### config.mk
export PLATFORM = sky130hd
export DESIGN_NAME = fpga_regpipe
export DESIGN_NICKNAME = d
export VERILOG_FILES = /design/src/rtl/fpga_regpipe.sv
export SDC_FILE = /design/constraint.sdc
export NUM_CORES = 1
export LEC_CHECK = 0
export BUFFER_PORTS_ARGS = -buffer_cell sky130_fd_sc_hd__buf_2
export CAP_MARGIN = 0
export CORE_MARGIN = 2
export CORE_UTILIZATION = 50
export DETAILED_ROUTE_END_ITERATION = 16
export PLACE_DENSITY = 0.74
export RECOVER_POWER = 25
export SYNTH_ARGS = -nofsm -noshare
export SYNTH_HDL_FRONTEND = slang
export SYNTH_SLANG_ARGS = --single-unit
### constraint.sdc
create_clock -name clk_i -period 1.5 [get_ports clk_i]
set_input_delay 0.3 -clock clk_i [delete_from_list [all_inputs] [get_ports clk_i]]
set_output_delay 0.3 -clock clk_i [all_outputs]
set_load 0.005 [all_outputs]
### src/rtl/fpga_regpipe.sv
// Enable/flush register pipeline with per-stage valid bits and a live valid-stage count.
// Optional build macro FPGA_REGPIPE_GATE_EN: data registers only load when their incoming word is valid.
module fpga_regpipe_stage #(
    parameter int                WIDTH     = 8,
    parameter logic [WIDTH-1:0]  RESET_VAL = '0
) (
    input  logic             clk,
    input  logic             rst,
    input  logic             en,
    input  logic             flush,
    input  logic [WIDTH-1:0] din,
    input  logic             vin,
    output logic [WIDTH-1:0] dout,
    output logic             vout
);

    always_ff @(posedge clk or posedge rst) begin
        if (rst) begin
            dout <= RESET_VAL;
        end else if (en) begin
`ifdef FPGA_REGPIPE_GATE_EN
            // Bubbles leave the data register untouched to save toggling.
            if (vin) dout <= din;
`else
            dout <= din;
`endif
        end
    end

    // Flush kills the valid flag even on a stalled edge.
    always_ff @(posedge clk or posedge rst) begin
        if (rst)        vout <= 1'b0;
        else if (flush) vout <= 1'b0;
        else if (en)    vout <= vin;
    end

endmodule

module fpga_regpipe #(
    parameter int                WIDTH     = 8,
    parameter int                DEPTH     = 4,
    parameter logic [WIDTH-1:0]  RESET_VAL = '0,
    localparam int               CW        = $clog2(DEPTH + 1)
) (
    input  logic             clk_i,
    input  logic             reset_i,
    input  logic             E_i,
    input  logic             flush_i,
    input  logic             valid_i,
    input  logic [WIDTH-1:0] D_i,
    output logic [WIDTH-1:0] Q_o,
    output logic             valid_o,
    output logic [CW-1:0]    count_o
);

    // Index 0 is the pipeline input; index k+1 is the output of stage k.
    logic [DEPTH:0][WIDTH-1:0] dat_pipe;
    logic [DEPTH:0]            vld_pipe;

    assign dat_pipe[0] = D_i;
    assign vld_pipe[0] = valid_i;

    for (genvar k = 0; k < DEPTH; k++) begin : g_stage
        fpga_regpipe_stage #(
            .WIDTH     (WIDTH),
            .RESET_VAL (RESET_VAL)
        ) u_stage (
            .clk   (clk_i),
            .rst   (reset_i),
            .en    (E_i),
            .flush (flush_i),
            .din   (dat_pipe[k]),
            .vin   (vld_pipe[k]),
            .dout  (dat_pipe[k+1]),
            .vout  (vld_pipe[k+1])
        );
    end

    assign Q_o     = dat_pipe[DEPTH];
    assign valid_o = vld_pipe[DEPTH];

    // Popcount of registered valid bits; tracks them on the same edge and under reset.
    always_comb begin
        count_o = '0;
        for (int k = 1; k <= DEPTH; k++) begin
            count_o = count_o + CW'(vld_pipe[k]);
        end
    end

endmodule

After elaboration in Yosys (flattened, before gate mapping)

Index checks and enable logic that the tools add are counted.

Input port bits: 13
Memory bits (writable): 0
Memories kept: 0
Register bits after elaboration: 36
ROM bits: 0
Bits in latches: 0
Output and inout port bits: 12

Multiply operators: 0
$lt $le $gt $ge: 0
Shift-type cells: 0
Reductions and logical operators: 1
Div/mod/pow operators: 0
Add/sub/neg operators: 3
Eq/ne operators: 0
Muxes and demuxes: 8
Bitwise operators: 0

Operators by type and width:

| kind                                   | number |
|---|---|
| 1-bit 2-to-1 mux                       | 8 |
| 2-bit by 1-bit adder with 3-bit output | 1 |
| 3-bit by 1-bit adder with 3-bit output | 1 |
| 1-bit by 1-bit adder with 2-bit output | 1 |
| 2-bit nonzero test                     | 1 |

Depth between registers and ports, before layout

Word-level depth: 3
Depth in mapped cells: 5
Mapped depth without buffers: 5

Cells and area by module

From an unflattened synthesis, not the netlist that was laid out.

Cells, all modules: 92
Area, all modules: 1560.2 um2

Modules (own cells, without submodules):

| module             | seq. area each (um2) | area an instance (um2) | cells an instance | instances |
|---|---|---|---|---|
| fpga_regpipe_stage | 225.2                | 374.1                  | 21                | 4 |
| fpga_regpipe       | 0.0                  | 63.8                   | 8                 | 1 |

Worst setup path before layout

Ideal clock, no wire load.

Path type: register -> output
Start point: register g_stage[3].u_stage.vout
End point: output count_o[1]
Arrival: 1.415 ns
Stages on the path, launching flop included: 6
Data required time: 1.200 ns
Path buffers: 0
Setup slack: -0.215 ns
Cell sequence: dfrtp_1 > inv_1 > fa_1 > inv_1 > ha_1 > ha_1

Cells in the longest elaborated chain, start to end: 1

RTL lines:

| item                                   | line | source |
|---|---|---|
| from (decl)                            | 14   | `output logic vout` |
| from (signal assigned)                 | 34   | `else if (en) vout <= vin;` |
| 3-bit by 1-bit adder with 3-bit output | 86   | `count_o = count_o + CW'(vld_pipe[k]);` |
| to (decl)                              | 53   | `output logic [CW-1:0] count_o` |

No other way between the ends.

Final worst setup path

Start point: register g_stage[1].u_stage.vout
End point: output count_o[1]

Cells in the longest elaborated chain, start to end: 3

RTL lines:

| item                                   | line |
|---|---|
| from (decl)                            | 14 |
| from (signal assigned)                 | 34 |
| 1-bit by 1-bit adder with 2-bit output | 86 |
| 2-bit by 1-bit adder with 3-bit output | 86 |
| 3-bit by 1-bit adder with 3-bit output | 86 |

No other way between the ends.

==> results_dict.tcl <==
set metrics [dict create \
    area_growth_pct 13.3 \
    ctsHtreeMaxLevel 2 \
    setup_viol 3 \
    preCtsSetupSlack_ps -304 \
    cts_buffers 5 \
    first_pass_iters 2 \
    synth_top_cell_by_area "dfrtp_1" \
    first_iter_violations 14 \
    ctsHoldBuffers 0 \
    clkTransAtPathRegs_ps 90 \
    placed_cell_area_sq_um 1730 \
    cts_root_buf "clkbuf_4" \
    irDropWorstVdd_uv 638 \
    final_nets 140 \
    synth_seq_cells 36 \
    cp-start-kind "flip-flop" \
    detail_route.wirelength_mm 2.20 \
    avgViaCountPerCell 4.59 \
    die_width_microns 60.8 \
    p_leak_nw 0.927 \
    syn_inst 97 \
    clk_path_buf_depth 2 \
    gp_congestion 0.708 \
    port_buffers 24 \
    fp.dieArea_sq_um 3700 \
    fin_crit_ps 2130 \
    ys_seq_area_share_pct 55.9 \
    power_per_cell_area_nw_per_um2 1130 \
    grt_pass1_vias 831 \
    antenna_cells 0 \
    drive_gt1_share_pct 61.6 \
    num_vias 776 \
    core_region_area_sq_um 3050 \
    critPathKind "flip-flop to output port" \
    final_common_cell "dfrtp_1" \
    fin_skew_ps 8.61 \
    hold_start "flush_i" \
    r2r_start "g_stage[1].u_stage.vout" \
    grt_max_degree 37 \
    multi_input_area_sq_um 583 \
    cp.required_ps 1200 \
    ff_latch_area_sq_um 901 \
    drc 0 \
    status "finished with violations" \
    total_power_mw 2.07 \
    finalHoldViolCount 0 \
    syn-num-nets 113 \
    synth_area_leaders "dfrtp_1 56%, mux2_4 24%, mux2_2 4.2%, buf_12 3.7%, buf_4 3.7%" \
    fmax_mhz 471 \
    antenna_found_initial 0 \
    finalCritPeriodShare_pct 142 \
    crit_arrival_ps 1830 \
    startpoint "g_stage[1].u_stage.vout" \
    nFillCells 266 \
    dp_cells 158 \
    cts_tree "built" \
    clock_sinks 36 \
    maxSlewViolCount 0 \
    dp_hpwl_mm 1.43 \
    reg2reg_depth 5 \
    fin_area_sq_um 1830 \
    start_util_pct 52.8 \
    worst_pin_slew_ps 834 \
    synth.distinct_cells 11 \
    syn_area_sq_um 1610 \
    clock_latency_ps 330 \
    hp-class "input pin to flip-flop" \
    grt_pass1_wl_mm 3.82 \
    stdcell_count 169 \
    final_cell_mix "36 x dfrtp_1, 26 x mux2_4, 21 x buf_2" \
    cap_violations 0 \
    violations "negative setup slack" \
    min_path_cells 2 \
    grt_usage_pct 14.8 \
    die_h_microns 60.8 \
    synth_warnings 0 \
    worst_slack_ps -625 \
    synthDominantCellAreaShare_pct 55.9 \
    placementRows 20 \
    cp-end-kind "output port" \
    drt.antenna.violating_nets 0 \
    rsz0062_at_grt "true" \
    max_slew_margin_pct 44.4 \
    wl_per_cell_microns 13.0 \
    syn_area_per_cell_sq_um 16.6 \
    crit_fanout 2 \
    ioPinCount 25 \
    grt_overflow 0 \
]
==> cell usage after synthesis, drive strengths merged <==
cell,number
inv,6
buf,12
dfrtp,36
fa,1
nor2,4
mux2i,4
mux2,32
ha,2
==> metal layers <==
metal  GRT usage, %  up-vias  wire [microns]
li1               -      368               -
met1           17.9      383             996
met2           23.0       20            1050
met3           5.76        5             107
met4           7.45        0              48
met5              0        -               0
==> report_power, final <==
part | switching (mW) | total [mW] | internal (mW)
clock | 0.311 | 0.491 | 0.180
combinational | 0.118 | 0.378 | 0.259
sequential | 0.0830 | 1.20 | 1.12
total | 0.512 | 2.07 | 1.56
==> final timing paths <==
kind / endpoint / slack [ps]
max in group asynchronous: g_stage[0].u_stage.vout / 780
min: g_stage[0].u_stage.vout / 170
min reg2reg: g_stage[3].u_stage.dout[1] / 510
max reg2reg: g_stage[1].u_stage.vout / 400
max: count_o[1] / -630
min in group asynchronous: g_stage[3].u_stage.dout[5] / 190
==> through the flow <==
step	hold WS [ps]	TNS (ps)	utilization (%)
global placement	416	-523	56.7
finish	168	-1640	59.8
global route	159	-1800	59.8
floorplan	366	-262	-
CTS	35.1	-1700	59.7
detailed placement	418	-658	56.7
==> critical path, stage by stage (launching register included) <==
cell,delay (ps)
dfrtp_1,370
inv_2,50
fa_1,550
inv_2,50
ha_4,150
ha_4,230
buf_6,110
==> what timing repair did <==
item,in CTS,in global routing
setup buffers,2,1
setup endpoints to repair,3,3
pin swaps,1,1
resized for setup,6,0
==> cells by family (layout without fill, tap and decap cells) <==
family | count (synthesis) | after routing | synth area share (%)
muxes | 36 | 36 | 30.9
and+or+nand+nor | 4 | 4 | 0.931
adders and majority gates | 3 | 3 | 2.79
buffers and inverters | 18 | 46 | 9.54
DFF | 36 | 36 | 55.9
==> registers in the layout (all words and copies together) (netlist names) <==
signal / flops
g_stage.u_stage.vout: 4
g_stage.u_stage.dout: 32
==> cell type report <==
type	count	share of cell area [%]
clock buffer	5	2.05
inverter	6	1.23
sequential	36	49.3
tap	44	3.01
timing repair buffer	32	11.4
multi-input combinational	43	31.9
clock inverter	3	1.03
Note: power is estimated with default switching activity, not from simulation.
